===== src/rtl/div_ratio_ctrl.sv =====
// ============================================================================
// Module   : div_ratio_ctrl
// Purpose  : Round-robin arbiter that loads a new divide ratio into a clock
//            divider and waits for it to settle. Optional settle timeout is
//            enabled by defining DIV_CTRL_TIMEOUT_EN.
// Revision : 1.0 - initial release
// ============================================================================
`default_nettype none

module div_ratio_ctrl #(
  parameter int               WIDTH       = 8,
  parameter int               NREQ        = 4,
  parameter int               SETTLE_TC   = 2,
  parameter int               TIMEOUT     = 1024,
  parameter logic [WIDTH-1:0] RESET_RATIO = WIDTH'(8'h0f)
) (
  input  logic                  clk,
  input  logic                  rst,
  input  logic [NREQ-1:0]       req,
  input  logic [NREQ*WIDTH-1:0] ratio_in,
  input  logic                  div_tc,
  output logic [NREQ-1:0]       gnt,
  output logic                  done,
  output logic                  err,
  output logic                  div_load,
  output logic [WIDTH-1:0]      div_ratio,
  output logic                  busy
);

  localparam int c_ptr_w = (NREQ > 1) ? $clog2(NREQ) : 1;
  localparam int c_tc_w  = $clog2(SETTLE_TC + 1);

  if (SETTLE_TC < 1) begin : g_bad_settle_tc
    $error("SETTLE_TC must be at least 1");
  end
  if (TIMEOUT < 1) begin : g_bad_timeout
    $error("TIMEOUT must be at least 1");
  end

  typedef enum logic [2:0] {
    S_IDLE   = 3'd0,
    S_LOAD   = 3'd1,
    S_SETTLE = 3'd2,
    S_DONE   = 3'd3,
    S_ERR    = 3'd4
  } state_t;

  state_t               r_state;
  state_t               w_next;
  logic [c_ptr_w-1:0]   r_ptr;
  logic [c_ptr_w-1:0]   w_win;
  logic [NREQ-1:0]      r_gnt;
  logic [NREQ-1:0]      w_win_oh;
  logic [WIDTH-1:0]     r_ratio;
  logic [WIDTH-1:0]     r_div_ratio;
  logic [WIDTH-1:0]     w_win_ratio;
  logic [WIDTH-1:0]     w_ratio_arr [NREQ];
  logic [c_tc_w-1:0]    r_tc_cnt;
  logic                 w_legal;
  logic                 w_tc_last;
  logic                 w_to_last;

  // Scan from the farthest candidate back to r_ptr so the nearest requester wins.
  always_comb begin : p_winner
    int                 t;
    logic [c_ptr_w-1:0] v_idx;
    t           = 0;
    v_idx       = '0;
    w_win       = '0;
    w_win_oh    = '0;
    w_win_ratio = '0;
    for (int i = 0; i < NREQ; i++) begin
      w_ratio_arr[i] = ratio_in[i*WIDTH +: WIDTH];
    end
    for (int k = NREQ - 1; k >= 0; k--) begin
      t = int'(r_ptr) + k;
      if (t >= NREQ) t = t - NREQ;
      v_idx = c_ptr_w'(t);
      if (req[v_idx]) begin
        w_win           = v_idx;
        w_win_oh        = '0;
        w_win_oh[v_idx] = 1'b1;
        w_win_ratio     = w_ratio_arr[v_idx];
      end
    end
  end

  assign w_legal   = |r_ratio[WIDTH-1:1];
  assign w_tc_last = (r_tc_cnt == c_tc_w'(SETTLE_TC - 1));

`ifdef DIV_CTRL_TIMEOUT_EN
  localparam int c_to_w = $clog2(TIMEOUT + 1);
  logic [c_to_w-1:0] r_to_cnt;

  always_ff @(posedge clk) begin
    if (rst) begin
      r_to_cnt <= '0;
    end else if (r_state == S_LOAD) begin
      r_to_cnt <= '0;
    end else if (r_state == S_SETTLE) begin
      r_to_cnt <= r_to_cnt + 1'b1;
    end
  end

  assign w_to_last = (r_to_cnt == c_to_w'(TIMEOUT - 1));
`else
  assign w_to_last = 1'b0;
`endif

  always_ff @(posedge clk) begin
    if (rst) r_state <= S_IDLE;
    else     r_state <= w_next;
  end

  always_comb begin
    w_next   = r_state;
    done     = 1'b0;
    err      = 1'b0;
    div_load = 1'b0;
    busy     = (r_state != S_IDLE);
    case (r_state)
      S_IDLE:   if (|req) w_next = S_LOAD;
      S_LOAD: begin
        div_load = w_legal;
        w_next   = w_legal ? S_SETTLE : S_ERR;
      end
      S_SETTLE: begin
        // A completing pulse takes precedence over a simultaneous timeout.
        if (div_tc && w_tc_last) w_next = S_DONE;
        else if (w_to_last)      w_next = S_ERR;
      end
      S_DONE: begin
        done   = 1'b1;
        w_next = S_IDLE;
      end
      S_ERR: begin
        done   = 1'b1;
        err    = 1'b1;
        w_next = S_IDLE;
      end
      default:  w_next = S_IDLE;
    endcase
  end

  always_ff @(posedge clk) begin
    if (rst) begin
      r_gnt       <= '0;
      r_ptr       <= '0;
      r_ratio     <= '0;
      r_div_ratio <= RESET_RATIO;
      r_tc_cnt    <= '0;
    end else begin
      case (r_state)
        S_IDLE: begin
          if (|req) begin
            r_gnt   <= w_win_oh;
            r_ratio <= w_win_ratio;
            r_ptr   <= (w_win == c_ptr_w'(NREQ - 1)) ? '0 : w_win + 1'b1;
          end
        end
        S_LOAD: begin
          r_tc_cnt <= '0;
          if (w_legal) r_div_ratio <= r_ratio;
        end
        S_SETTLE: if (div_tc) r_tc_cnt <= r_tc_cnt + 1'b1;
        S_DONE, S_ERR: r_gnt <= '0;
        default: ;
      endcase
    end
  end

  assign gnt       = r_gnt;
  assign div_ratio = div_load ? r_ratio : r_div_ratio;

endmodule

`default_nettype wire


===== config.mk =====
export PLATFORM = sky130hd
export DESIGN_NAME = div_ratio_ctrl
export DESIGN_NICKNAME = d
export VERILOG_FILES = /design/src/rtl/div_ratio_ctrl.sv
export SDC_FILE = /design/constraint.sdc
export NUM_CORES = 1
export LEC_CHECK = 0
export CAP_MARGIN = 25
export CORE_ASPECT_RATIO = 1.5
export CORE_UTILIZATION = 27
export CTS_BUF_LIST = sky130_fd_sc_hd__clkbuf_8
export DETAILED_ROUTE_END_ITERATION = 10
export GPL_TIMING_DRIVEN = 0
export SLEW_MARGIN = 10
export SYNTH_ARGS = -nofsm -noshare
export SYNTH_HDL_FRONTEND = slang
export SYNTH_SLANG_ARGS = --single-unit

===== constraint.sdc =====
create_clock -name clk -period 3.7 [get_ports clk]
set_clock_uncertainty 0.1 [all_clocks]
set_input_delay 0.925 -clock clk [delete_from_list [all_inputs] [get_ports clk]]
set_output_delay 0.925 -clock clk [all_outputs]
set_load 0.05 [all_outputs]

==> summary.md <==
| Metric | Value |
|---|---|
| Seq/Total Area, Yosys | between 20% and 30% |
| CP peak stage delay | 430 ps |
| CP Data Arrival Time | roughly 3600 ps |
| Crit path cell chain | buf_4, buf_4, buf_6, buf_4, clkbuf_4, inv_1, ha_2, mux4_2, buf_2, a22o_1, a311oi_1, nor3_1 |
| Die Y | 122 µm |
| Post-Synthesis Cells | 273 |
| CTS root buf | clkbuf_8 |
| EDFF count, synth | 0 |
| NumNets Final | 378 |
| FP Rows | 43 |
| Largest net degree at the start of global routing | 15 |
| Post-synth net total | 321 |
| Slowest CP cell | ha_2 |
| Total CTS buffers | 3 |
| Placer Congestion | ~0.84 |
| Synth top area share | between 20 and 25% |
| R2r setup slk | about 200 ps |
| # fillers | 944 |
| Initial DRT Pass Iterations | 5 |
| Wire length per cell | 17.2 µm |
| Hold Fails Final Rpt | 0 |
| RSZ-0062 raised after global routing | false |
| Post-route minimum period | between 3000 and 4000 ps |
| CP max FO | 10 |
| Layout cells sized above 1 | 21.9% |
| Die W | approximately 80 µm |
| Crit. End Element | register |
| # H-tree levels | 1 |
| VDD IR max | 0.290 mV |
| Syn avg cell area | 9.51 µm² |
| Final WL | 7.60 mm |
| FMAX | about 290 MHz |
| Leak | between 1 and 1.5 nW |
| Vias/cell | 5.66 |
| Synth area leader | mux4_2 |
| CTS tree | built |
| Min-delay worst type | reg2reg |
| FFs w/ async S/R, synth | 0% |
| Core area | 9310 µm² |
| Most numerous cell in the Yosys netlist | mux4_2 |
| CP dominant cell by count | buf_4 |
| Worst Hold End | gnt[2] |
| Sink Count | 27 |
| Worst-margin pin slew | about 660 ps |
| #FFs+latches synth | 27 |
| Post-synth top cells | mux4_2, dfxtp_1, nor2_1 |
| Relative max-transition margin | roughly 55% |
| Critical path class | reg2reg |
| Vias in the first global route | 2420 |
| Initial antenna violation count | 0 |
| Post-layout util | a little over a third |
| Netlist cell types | 45 |
| Initial DRC count | 141 |
| Mapped cell area | roughly 2600 µm² |
| Slew Viols, Final | 0 |
| Die Area | 10000 µm² |
| Layout area overhead | 27.1% |
| Data required, critical path | 3750 ps |
| IO Port Bufs | 53 |
| Setup Fix Bufs, Post-CTS | 0 |
| Startpoint types | register |
| Diodes inserted | 0 |
| Final setup viols | 0 |
| RR Endpoint | r_ratio[2] |
| DR DRC count | 0 |
| Outcome | finished, final reports clean |
| Hold Crit Depth | 1 |
| First-pass GRT wire length | between 10 and 15 mm |
| Vias | approximately 2500 |
| Top post-synthesis cells by area | mux4_2, dfxtp_1, ha_1 |
| GR Util All Layers | around 16% |
| DRT antenna net count | 0 |
| Worst-skew pair later-pin latency | 270 ps |
| FF-to-FF Start | r_ptr[0] |
| Reg clk slew, reported paths | 90 ps |
| Dpl hpwl | 5.91 mm |
| Main synth FF type | dfxtp_1 |
| Critical hold path startpoint | gnt[2] |
| Yosys warnings | 0 |
| Period utilisation layout | around 95% |
| Max-cap viol count | 0 |
| Starting Density | 27.9% |
| Overflow after GRT | 0 |
| Pwr Density | 810 nW/µm² |
| I/O Pins | 55 |
| Reg2Reg Depth | 12 |
| Longest Clk Path Bufs | 2 |
| Tot Pwr | 2.67 mW |
==> cell families (layout without fill, tap and decap cells) <==
| group | count (synthesis) | count (layout) | share of synthesized area, % |
|---|---|---|---|
| compound gates | 70 | 70 | 19.8 |
| fa+ha+maj | 9 | 9 | 4.34 |
| buf+inv | 35 | 91 | 6.31 |
| flops | 27 | 27 | 20.8 |
| mux | 43 | 43 | 31.0 |
| simple gates | 89 | 89 | 17.7 |
==> placed cells by master (no fill, tap or decap), types with 3 or more instances in the layout <==
cell type and instances:
a211oi_1 8, a21oi_1 8, a221oi_1 11, a22o_1 5, a32o_1 3, a32oi_1 4, buf_2 6, buf_4 5
clkbuf_1 13, clkbuf_2 10, clkbuf_8 3, clkdlybuf4s50_1 44, dfxtp_1 26, ha_1 8, inv_1 5, mux2_2 4
mux2_4 4, mux2i_1 7, mux4_2 28, nand2_1 21, nand3_1 6, nor2_1 23, nor2b_1 6, nor3b_1 7
o21a_1 3, o21ai_0 10, o31ai_1 4, or2_1 4, or3_1 6, or4_1 3
==> flip-flops by register name, summed over array words and instances (netlist names) <==
name,cells
gnt,4
r_ptr,2
r_div_ratio,8
r_ratio,8
r_state,3
r_tc_cnt,2
==> per-layer routing <==
metal	global-route usage (%)	part of all wire (%)
met1	19.0	40
met2	28.7	54
met3	0.524	3.3
met4	6.47	2.2
met5	0	0
==> area by class of cell <==
type | instances | area [µm²] | area share, %
multi-input cells | 211 | 1900 | 57.6
flip-flops and latches | 27 | 542 | 16.4
repair buffers | 53 | 493 | 14.9
plain buffers | 30 | 164 | 4.96
well taps | 112 | 140 | 4.24
clock buffers | 3 | 41.3 | 1.25
inverters | 4 | 15.0 | 0.455
clock inverters | 1 | 3.75 | 0.114
==> power breakdown <==
| part | switching (mW) | internal [mW] | total [mW] |
|---|---|---|---|
| clock network | 0.0871 | 0.0744 | 0.161 |
| logic | 1.17 | 0.882 | 2.05 |
| registers | 0.0642 | 0.396 | 0.460 |
==> per-stage QoR <==
step	cell area, µm²	setup WS (ps)	setup TNS (ps)	cells	hold WS [ps]
4_1_cts	3320	12.3	0	441	401
3_5_place_dp	3270	-466	-5220	438	370
6_report	3300	198	0	441	390
2_1_floorplan	2600	307	0	273	367
3_3_place_gp	3270	-373	-4370	438	370
5_1_grt	3300	8.13	0	441	425
==> timing repair <==
| item | CTS | global route |
|---|---|---|
| endpoints found under the setup margin | 22 | 23 |
| pin swaps | 0 | 0 |
| hold buffers | 0 | 0 |
| gates resized for setup | 16 | 27 |
==> how the worst max path moves through the flow <==
stage                     startpoint            to  slack (ps)  cells past startpoint
after global placement      r_ptr[0]    r_ratio[3]        -370                     14
final                       r_ptr[0]    r_ratio[2]         200                     12
after global routing        r_ptr[0]    r_ratio[3]           8                     13
after CTS                 r_ratio[3]  div_ratio[4]          10                      6
after floorplan             r_ptr[0]    r_ratio[5]         310                     14
after detailed placement    r_ptr[0]    r_ratio[5]        -470                     14
==> critical path: cells and delay by family (launching register included) <==
family | cells | cell delay (ps)
muxes | 1 | 420
and+or+nand+nor | 1 | 90
AOI/OAI and AO/OA | 2 | 540
DFF | 1 | 380
adders and majority gates | 1 | 430
buffers and inverters | 7 | 1420
Power figures use the tool's default switching activity.
